<file path="src/rtl/memy_access_ctrl.sv">
// -----------------------------------------------------------------------------
// memy_access_ctrl
// Initiator for the MemY memory port. Takes burst read/write commands over a
// valid/ready handshake and sequences common_address, the A/B write halves and
// the WrtEnbY / notWrtEnbY strobes. Read beats come back from memY_dataout
// RD_LAT cycles after each read-strobe cycle.
//
// Optional feature: define MEMY_RDBUF_EN to add an (RD_LAT+1)-entry read FIFO
// in front of rd_*. This FIFO honours rd_ready, and read issue is throttled so
// that no beat can be dropped. Without the macro, rd_ready is ignored and the
// consumer must take every beat.
//
// Ports
//   clock, reset       sole clock (posedge), synchronous active-high reset
//   cmd_*              burst command: write/read, start address, beats-1
//   wr_valid/ready/data write beat handshake (DATA_W bits)
//   rd_valid/ready/data/last read beat stream
//   done               one-cycle pulse when a burst fully completes
//   common_address,A,B registered memory address and write data halves
//   WrtEnbY/notWrtEnbY registered write/read strobes, one cycle per beat
//   memY_dataout       memory read data
// -----------------------------------------------------------------------------
module memy_access_ctrl #(
  parameter int ADDR_W = 8,
  parameter int DATA_W = 64,
  parameter int RD_LAT = 1
) (
  input  logic                clock,
  input  logic                reset,
  input  logic                cmd_valid,
  output logic                cmd_ready,
  input  logic                cmd_write,
  input  logic [ADDR_W-1:0]   cmd_addr,
  input  logic [ADDR_W-1:0]   cmd_len,
  input  logic                wr_valid,
  output logic                wr_ready,
  input  logic [DATA_W-1:0]   wr_data,
  output logic                rd_valid,
  input  logic                rd_ready,
  output logic [DATA_W-1:0]   rd_data,
  output logic                rd_last,
  output logic                done,
  output logic [ADDR_W-1:0]   common_address,
  output logic [DATA_W/2-1:0] A,
  output logic [DATA_W/2-1:0] B,
  output logic                WrtEnbY,
  output logic                notWrtEnbY,
  input  logic [DATA_W-1:0]   memY_dataout
);

  localparam int HALF_W = DATA_W / 2;
  localparam int CNT_W  = $clog2(RD_LAT + 2);
  localparam int SUM_W  = CNT_W + 1;

  // WFIN holds off cmd_ready for the cycle in which the last write strobe and
  // done are on the port.
  typedef enum logic [2:0] {
    S_IDLE  = 3'd0,
    S_WR    = 3'd1,
    S_WFIN  = 3'd2,
    S_RD    = 3'd3,
    S_DRAIN = 3'd4
  } state_t;

  state_t            state_q, state_d;
  logic [ADDR_W-1:0] addr_q, addr_d;
  logic [ADDR_W-1:0] left_q, left_d;
  logic [ADDR_W-1:0] caddr_q, caddr_d;
  logic [HALF_W-1:0] a_q, a_d, b_q, b_d;
  logic              we_q, we_d;
  logic              wdone_q, wdone_d;
  // Bit 0 is the read-strobe register itself; bit RD_LAT marks a returning beat.
  logic [RD_LAT:0]   vld_q, vld_d;
  logic [RD_LAT:0]   lst_q, lst_d;
  logic [CNT_W-1:0]  infl_q, infl_d;
  logic              credit_s, issue_s, ret_s, rd_done_s, drain_empty_s;

  assign ret_s   = vld_q[RD_LAT];
  assign issue_s = (state_q == S_RD) && credit_s;

`ifdef MEMY_RDBUF_EN
  localparam int FD = RD_LAT + 1;
  localparam int PW = (FD > 1) ? $clog2(FD) : 1;

  logic [DATA_W:0]  fifo_mem_q [FD];
  logic [PW-1:0]    wp_q, wp_d, rp_q, rp_d;
  logic [CNT_W-1:0] fcnt_q, fcnt_d;
  logic             pop_s;
  logic [DATA_W:0]  head_s;

  assign head_s    = fifo_mem_q[rp_q];
  assign rd_valid  = (fcnt_q != {CNT_W{1'b0}});
  assign rd_data   = rd_valid ? head_s[DATA_W-1:0] : {DATA_W{1'b0}};
  assign rd_last   = rd_valid & head_s[DATA_W];
  assign pop_s     = rd_valid & rd_ready;
  assign rd_done_s = pop_s & rd_last;
  // Occupancy plus outstanding reads must stay below the FIFO depth; a pop in
  // this cycle frees a slot early.
  assign credit_s  = (SUM_W'(fcnt_q) + SUM_W'(infl_q)) < (SUM_W'(FD) + SUM_W'(pop_s));

  // FIFO pointer and occupancy next-state
  always_comb begin
    wp_d   = wp_q;
    rp_d   = rp_q;
    fcnt_d = fcnt_q;
    if (ret_s) begin
      wp_d = (wp_q == PW'(FD - 1)) ? {PW{1'b0}} : wp_q + PW'(1);
    end else begin
      wp_d = wp_q;
    end
    if (pop_s) begin
      rp_d = (rp_q == PW'(FD - 1)) ? {PW{1'b0}} : rp_q + PW'(1);
    end else begin
      rp_d = rp_q;
    end
    if (ret_s && !pop_s) begin
      fcnt_d = fcnt_q + CNT_W'(1);
    end else if (!ret_s && pop_s) begin
      fcnt_d = fcnt_q - CNT_W'(1);
    end else begin
      fcnt_d = fcnt_q;
    end
  end

  assign drain_empty_s = (infl_d == {CNT_W{1'b0}}) && (fcnt_d == {CNT_W{1'b0}});

  // FIFO storage; entries are only read while fcnt_q says they are valid
  always_ff @(posedge clock) begin
    if (ret_s) begin
      fifo_mem_q[wp_q] <= {lst_q[RD_LAT], memY_dataout};
    end
  end

  // FIFO pointer and occupancy registers
  always_ff @(posedge clock) begin
    if (reset) begin
      wp_q   <= {PW{1'b0}};
      rp_q   <= {PW{1'b0}};
      fcnt_q <= {CNT_W{1'b0}};
    end else begin
      wp_q   <= wp_d;
      rp_q   <= rp_d;
      fcnt_q <= fcnt_d;
    end
  end
`else
  logic unused_rd_ready_s;

  assign unused_rd_ready_s = rd_ready;
  assign rd_valid          = ret_s;
  // Gated so rd_data reads zero whenever no beat is being presented.
  assign rd_data           = ret_s ? memY_dataout : {DATA_W{1'b0}};
  assign rd_last           = ret_s & lst_q[RD_LAT];
  assign rd_done_s         = rd_last;
  assign credit_s          = 1'b1;
  assign drain_empty_s     = (infl_d == {CNT_W{1'b0}});
`endif

  // Read latency pipeline and in-flight counter next-state
  always_comb begin
    vld_d = {vld_q[RD_LAT-1:0], issue_s};
    lst_d = {lst_q[RD_LAT-1:0], issue_s && (left_q == {ADDR_W{1'b0}})};
    if (issue_s && !ret_s) begin
      infl_d = infl_q + CNT_W'(1);
    end else if (!issue_s && ret_s) begin
      infl_d = infl_q - CNT_W'(1);
    end else begin
      infl_d = infl_q;
    end
  end

  // Burst FSM next-state and memory-port register next values
  always_comb begin
    state_d = state_q;
    addr_d  = addr_q;
    left_d  = left_q;
    caddr_d = caddr_q;
    a_d     = a_q;
    b_d     = b_q;
    we_d    = 1'b0;
    wdone_d = 1'b0;
    case (state_q)
      S_IDLE: begin
        if (cmd_valid) begin
          addr_d  = cmd_addr;
          left_d  = cmd_len;
          state_d = cmd_write ? S_WR : S_RD;
        end else begin
          state_d = S_IDLE;
        end
      end
      S_WR: begin
        if (wr_valid) begin
          we_d    = 1'b1;
          caddr_d = addr_q;
          a_d     = wr_data[DATA_W-1:HALF_W];
          b_d     = wr_data[HALF_W-1:0];
          addr_d  = addr_q + ADDR_W'(1);
          left_d  = left_q - ADDR_W'(1);
          if (left_q == {ADDR_W{1'b0}}) begin
            wdone_d = 1'b1;
            state_d = S_WFIN;
          end else begin
            state_d = S_WR;
          end
        end else begin
          state_d = S_WR;
        end
      end
      S_WFIN: begin
        state_d = S_IDLE;
      end
      S_RD: begin
        if (issue_s) begin
          caddr_d = addr_q;
          addr_d  = addr_q + ADDR_W'(1);
          left_d  = left_q - ADDR_W'(1);
          state_d = (left_q == {ADDR_W{1'b0}}) ? S_DRAIN : S_RD;
        end else begin
          state_d = S_RD;
        end
      end
      S_DRAIN: begin
        state_d = drain_empty_s ? S_IDLE : S_DRAIN;
      end
      default: begin
        state_d = S_IDLE;
      end
    endcase
  end

  // State and memory-port registers; reset aborts any burst at once
  always_ff @(posedge clock) begin
    if (reset) begin
      state_q <= S_IDLE;
      addr_q  <= {ADDR_W{1'b0}};
      left_q  <= {ADDR_W{1'b0}};
      caddr_q <= {ADDR_W{1'b0}};
      a_q     <= {HALF_W{1'b0}};
      b_q     <= {HALF_W{1'b0}};
      we_q    <= 1'b0;
      wdone_q <= 1'b0;
      vld_q   <= {(RD_LAT + 1){1'b0}};
      lst_q   <= {(RD_LAT + 1){1'b0}};
      infl_q  <= {CNT_W{1'b0}};
    end else begin
      state_q <= state_d;
      addr_q  <= addr_d;
      left_q  <= left_d;
      caddr_q <= caddr_d;
      a_q     <= a_d;
      b_q     <= b_d;
      we_q    <= we_d;
      wdone_q <= wdone_d;
      vld_q   <= vld_d;
      lst_q   <= lst_d;
      infl_q  <= infl_d;
    end
  end

  assign cmd_ready      = (state_q == S_IDLE);
  assign wr_ready       = (state_q == S_WR);
  assign common_address = caddr_q;
  assign A              = a_q;
  assign B              = b_q;
  assign WrtEnbY        = we_q;
  assign notWrtEnbY     = vld_q[0];
  assign done           = wdone_q | rd_done_s;

endmodule

</file>
<file path="config.mk">
export PLATFORM = sky130hd
export DESIGN_NAME = memy_access_ctrl
export DESIGN_NICKNAME = d
export VERILOG_FILES = /design/src/rtl/memy_access_ctrl.sv
export SDC_FILE = /design/constraint.sdc
export NUM_CORES = 1
export LEC_CHECK = 0
export CORE_AREA = 3 3 113 115
export CTS_BUF_LIST = sky130_fd_sc_hd__clkbuf_16
export CTS_CLUSTER_SIZE = 16
export DETAILED_ROUTE_END_ITERATION = 8
export DIE_AREA = 0 0 116 118
export PLACE_DENSITY = 0.88
export SETUP_SLACK_MARGIN = 0.15
export SLEW_MARGIN = 20
export SYNTH_ARGS = -nofsm -noshare
export SYNTH_HDL_FRONTEND = slang
export SYNTH_SLANG_ARGS = --single-unit
</file>
<file path="constraint.sdc">
create_clock -name clock -period 2.6 [get_ports clock]
set_clock_uncertainty 0.1 [all_clocks]
set_input_delay 0.26 -clock clock [delete_from_list [all_inputs] [get_ports clock]]
set_output_delay 0.26 -clock clock [all_outputs]
set_load 0.02 [all_outputs]
</file>
# [After elaboration in Yosys (flattened, before gate mapping)]
# Index checks and enable logic that the tools add are counted.
# Widths: inputs -> output; s select.
[op_classes] reduce_logical=15 n_addsub=4 mul=0 mux=20 shift=0 n_lt_le_gt_ge=0 eq_ne=5 bitwise_logic=4 div=0
[ops] cell="$mux 64" count=1
[ops] cell="$pmux 8 s3" count=2
[ops] cell="$mux 8" count=5
[ops] cell="$pmux 8 s2" count=1
[ops] cell="$pmux 3 s4" count=1
[ops] cell="$mux 2" count=5
[ops] cell="$mux 3" count=3
[ops] cell="$add 8x1->8 const B" count=1
[ops] cell="$logic_not 8->1" count=1
[ops] cell="$sub 8x1->8 const B" count=1
[ops] cell="$ne 2x2->1 const B" count=2
[ops] cell="$reduce_and 2->1" count=2
[ops] cell="$eq 3x1->1 const B" count=1
[ops] cell="$eq 3x2->1 const B" count=1
[ops] cell="$eq 3x3->1 const B" count=1
[ops] cell="$logic_and 1x1->1" count=3
[ops] cell="$logic_not 3->1" count=1
[ops] cell="$reduce_and 3->1" count=1
[ops] cell="$reduce_bool 3->1" count=1
[ops] cell="$reduce_or 3->1" count=1
[ops] cell="$add 2x1->2 const B" count=1
[ops] cell="$logic_not 1->1" count=2
[ops] cell="$logic_not 2->1" count=1
[ops] cell="$mux 1" count=2
[ops] cell="other kinds (6)" count=7
[word_totals] latch_bits=0 mem_bits_ro=0 out_inout_bits=143 ramBits=0 reg_bits=99 input_bits=150 memories=0

# [Longest topological paths before layout]
[depth] ltp_word=8 ltp_mapped=7 ltp_nobuf=6

# [Worst setup path before layout]
# Ideal clock, no wire load.
[synth_timing] path_kind="register to register" startpoint="reg state_q[1]" endpoint="reg a_q[15] (netlist: A[15])" path_stages_with_launch=8 synth_period_minus_slack_ps=2025 arrival_time_ps=1793 path_buffers=3 setup_time_ps=132 t_required_ps=2368 path_slack_ps=575 path_cell_list="dfxtp_1 buf_6 nor3b_1 nand2_1 clkbuf_1 clkbuf_1 nand2_1 a21oi_1"
[synth_via] elab_chain_cells=2
[synth_rtl] item="start: declaration" line="65" text="state_t state_q, state_d;"
[synth_rtl] item="start signal: assignment" line="247" text="state_q <= state_d;"
[synth_rtl] item="$eq 3x1->1"
[synth_rtl] item="named net wr_ready" line="36" text="output logic wr_ready,"
[synth_rtl] item="$reduce_and 2->1 (no line)"
[synth_rtl] item="end signal: assignment" line="239" text="a_q <= {HALF_W{1'b0}};"
[synth_rtl] item="end: declaration" line="69" text="logic [HALF_W-1:0] a_q, a_d, b_q, b_d;"
# The timed path passes the listed nets, and every way through them passes these cells.
# A chain may end at the register's enable or synchronous reset.

# [Worst setup path in the final report]
[layout_timing] startpoint="reg vld_q[1]" endpoint="out rd_data[29]"
[layout_via] elab_chain_cells=1
[layout_rtl] item="start: declaration" line="73" text="logic [RD_LAT:0] vld_q, vld_d;"
[layout_rtl] item="start signal: assignment" line="243" text="vld_q <= {(RD_LAT + 1){1'b0}};"
[layout_rtl] item="start signal: assignment" line="255" text="vld_q <= vld_d;"
[layout_rtl] item="$mux 64" line="152" text="assign rd_data = ret_s ? memY_dataout : {DATA_W{1'b0}};"
[layout_rtl] item="end: declaration" line="40" text="output logic [DATA_W-1:0] rd_data,"
# No other way between the ends.

==> flow_summary.yaml <==
floorplanning:
  die_w_um: 116
  core_um2: 11900
  fp-row-count: 40
  ios: 293
  dieArea_um2: 13700
  die_y_um: 118
  initial_core_util: 0.362
synth:
  ys_ff_latch: 99
  synth_edf_count: 0
  async_flop_share: 0
  synthesis.nets: 713
  yosys_warnings: 0
  netlist_area_um2: 4310
  netlist_instances: 560
  syn_area_per_cell_um2: 7.70
  ys_types: 42
  synthFlopType: "dfxtp_1"
  synth_seq_area_share: 0.460
routing:
  wl_per_cell_um: 18.4
  drtAntennaViolNets: 0
  vias: 4917
  first_iter_violations: 285
  drt_wl_total_um: 18100
  viasPerCell: 5.00
  dr.pass1.iters: 5
  drc: 0
sta:
  finalSetupTns_ns: 0
  grt_setup_unrepaired: "no"
  slew_headroom: 0.550
  period_share: 0.862
  finalHoldViolCount: 0
  tightestPinTransition_ns: 0.669
  min_period_ns: 2.24
  max_clock_freq_mhz: 446
  drv_slew: 0
  fin_ws_ns: 0.359
  setup_viol: 0
  hold_slack_ns: 0.313
cts:
  cts_made_buffers: 9
  cts-root-buf: "clkbuf_16"
  numClockSinks: 99
  ctsHoldBuffers: 0
  clk_latency_ns: 0.34
  cts_max_level: 3
  cts_setup_buffers: 0
  tritoncts: "built"
  clkTransAtPathRegs_ns: 0.07
  clk_path_buf_depth: 2
critical_path:
  crit_fanout: 34
  start_kind: "register"
  critPathRequiredTime_ns: 2.24
  reg2reg_depth: 4
  cp-end-kind: "output port"
  reg2reg_setup_slack_ns: 0.65
  critPathKind: "reg2out"
  critical_path_arrival_ns: 1.88
place:
  io_buffer_count: 291
  dp_cells: 967
  place_area_um2: 7310
  pre_cts_slack_ns: 0.485
  gp_congestion: 0.855
  dp.final_hpwl_um: 14100
run:
  cap_violations: 0
final_layout:
  stdcell_area_um2: 7620
  n_antenna_cell: 0
  final_util: 0.640
  drive_gt1_frac: 0.0431
  areaGrowthSynthToFinish_pct: 76.6
  nets: 984
  final_cells: 983
outcome:
  status: "complete, no violations"
pwr:
  ir_worst_vdd_mv: 0.418
  powerDensity_nw_per_um2: 537
  p_total_mw: 4.09
  p_leak_nw: 2.73
global_route:
  grt_pass1_wl_um: 26800
  grt.overflow.total: 0
  grt_max_degree: 61
  grt_use_total: 0.255
  grt_pass1_vias: 4672
  antenna_found_initial: 4
min_path:
  hold_path_class: "in2reg"
  hold_depth: 2
[layer usage]
metal  vias to the layer above  global-route usage  wire (um)
met5                         -                   0         47
met4                         8              0.0435        237
met3                        26               0.105       1870
met2                       220               0.449       9150
met1                      2276               0.289       6750
li1                       2387                   -          -
[final timing paths]
| check | from | endpoint |
|---|---|---|
| hold reg to reg | B[3] | B[3] |
| setup / recovery | vld_q[1] | rd_data[29] |
| setup reg to reg | left_q[3] | state_q[1] |
| hold / removal | reset | infl_q[1] |
[report_power, final]
part | switching, mW | internal, mW | total [mW]
clock | 0.649 | 0.678 | 1.33
combinational | 0.525 | 0.513 | 1.04
sequential | 0.0919 | 1.63 | 1.72
total | 1.27 | 2.82 | 4.09
[layout make-up]
cell class                      count  area, um^2
Clock buffer                        9         225
Fill cell                        1008        4290
Multi-Input combinational cell    414        2120
Clock inverter                      7        71.3
Sequential cell                    99        1990
Tap cell                          147         184
Timing Repair Buffer              301        3010
Inverter                            6        22.5
[sequential cells by signal, indices dropped and copies added (netlist names)]
register / count
state_q: 3
vld_q: 2
common_address: 8
infl_q: 2
addr_q: 8
A: 32
wdone_q: 1
left_q: 8
WrtEnbY: 1
B: 32
lst_q: 2
[logic make-up (layout without fill, tap and decap cells)]
| logic type | after synthesis | in the layout | synth area share |
|---|---|---|---|
| multiplexers | 3 | 3 | 0.00725 |
| buffers and inverters | 47 | 323 | 0.0505 |
| XOR/XNOR | 3 | 3 | 0.00609 |
| flip-flops | 99 | 99 | 0.460 |
| AO/OA/AOI/OAI | 125 | 125 | 0.164 |
| adder cells (fa/ha/maj) | 3 | 3 | 0.00870 |
| AND/OR/NAND/NOR | 280 | 280 | 0.304 |
[worst max-delay path: stages, from the launching register on]
cell and delay, ns:
dfxtp_4 0.51, buf_4 0.21, and2_1 0.13, clkdlybuf4s50_1 0.68
[repair_timing]
| item | 4_1_cts | 5_1_grt |
|---|---|---|
| endpoints found under the hold margin | 0 | 0 |
| endpoints found under the setup margin | 0 | 22 |
| resized for setup | 0 | 2 |
[synthesized netlist by cell type (all sizes together), types with 2 or more instances]
cell      n  area share
dfxtp    99        0.46
nor3      8      0.0093
nand3     6      0.0070
o21ai    12       0.017
nor2b     4      0.0058
a21oi    89        0.10
clkbuf   28       0.024
nor4      4      0.0058
mux2i     2      0.0046
o21bai    2      0.0035
a311oi    2      0.0041
o32ai     4      0.0081
nor2     18       0.016
o22ai     2      0.0029
nand2   156        0.14
and2     69        0.10
xnor2     3      0.0061
a21o      2      0.0035
a211oi    4      0.0070
nand2b    7       0.010
a31oi     2      0.0029
inv       6      0.0052
ha        3      0.0087
buf      13       0.021
[cell usage in the layout (no fill, tap or decap), types with 3 or more instances in the layout]
cell type        netlist  routed
clkdlybuf4s50_1        0     290
nand2_1              156     155
dfxtp_1               99      98
a21oi_1               89      89
and2_1                69      68
nor2_1                18      18
o21ai_0               10      10
clkbuf_16              0       9
nor3_1                 8       8
buf_4                  0       8
nand2b_1               7       7
inv_1                  6       6
nand3_1                6       6
nor2b_1                4       4
nor4_1                 4       4
o32ai_1                4       4
a211oi_1               4       4
xnor2_1                3       3
ha_1                   3       3
inv_8                  0       3
Note: power is estimated with default switching activity, not from simulation.
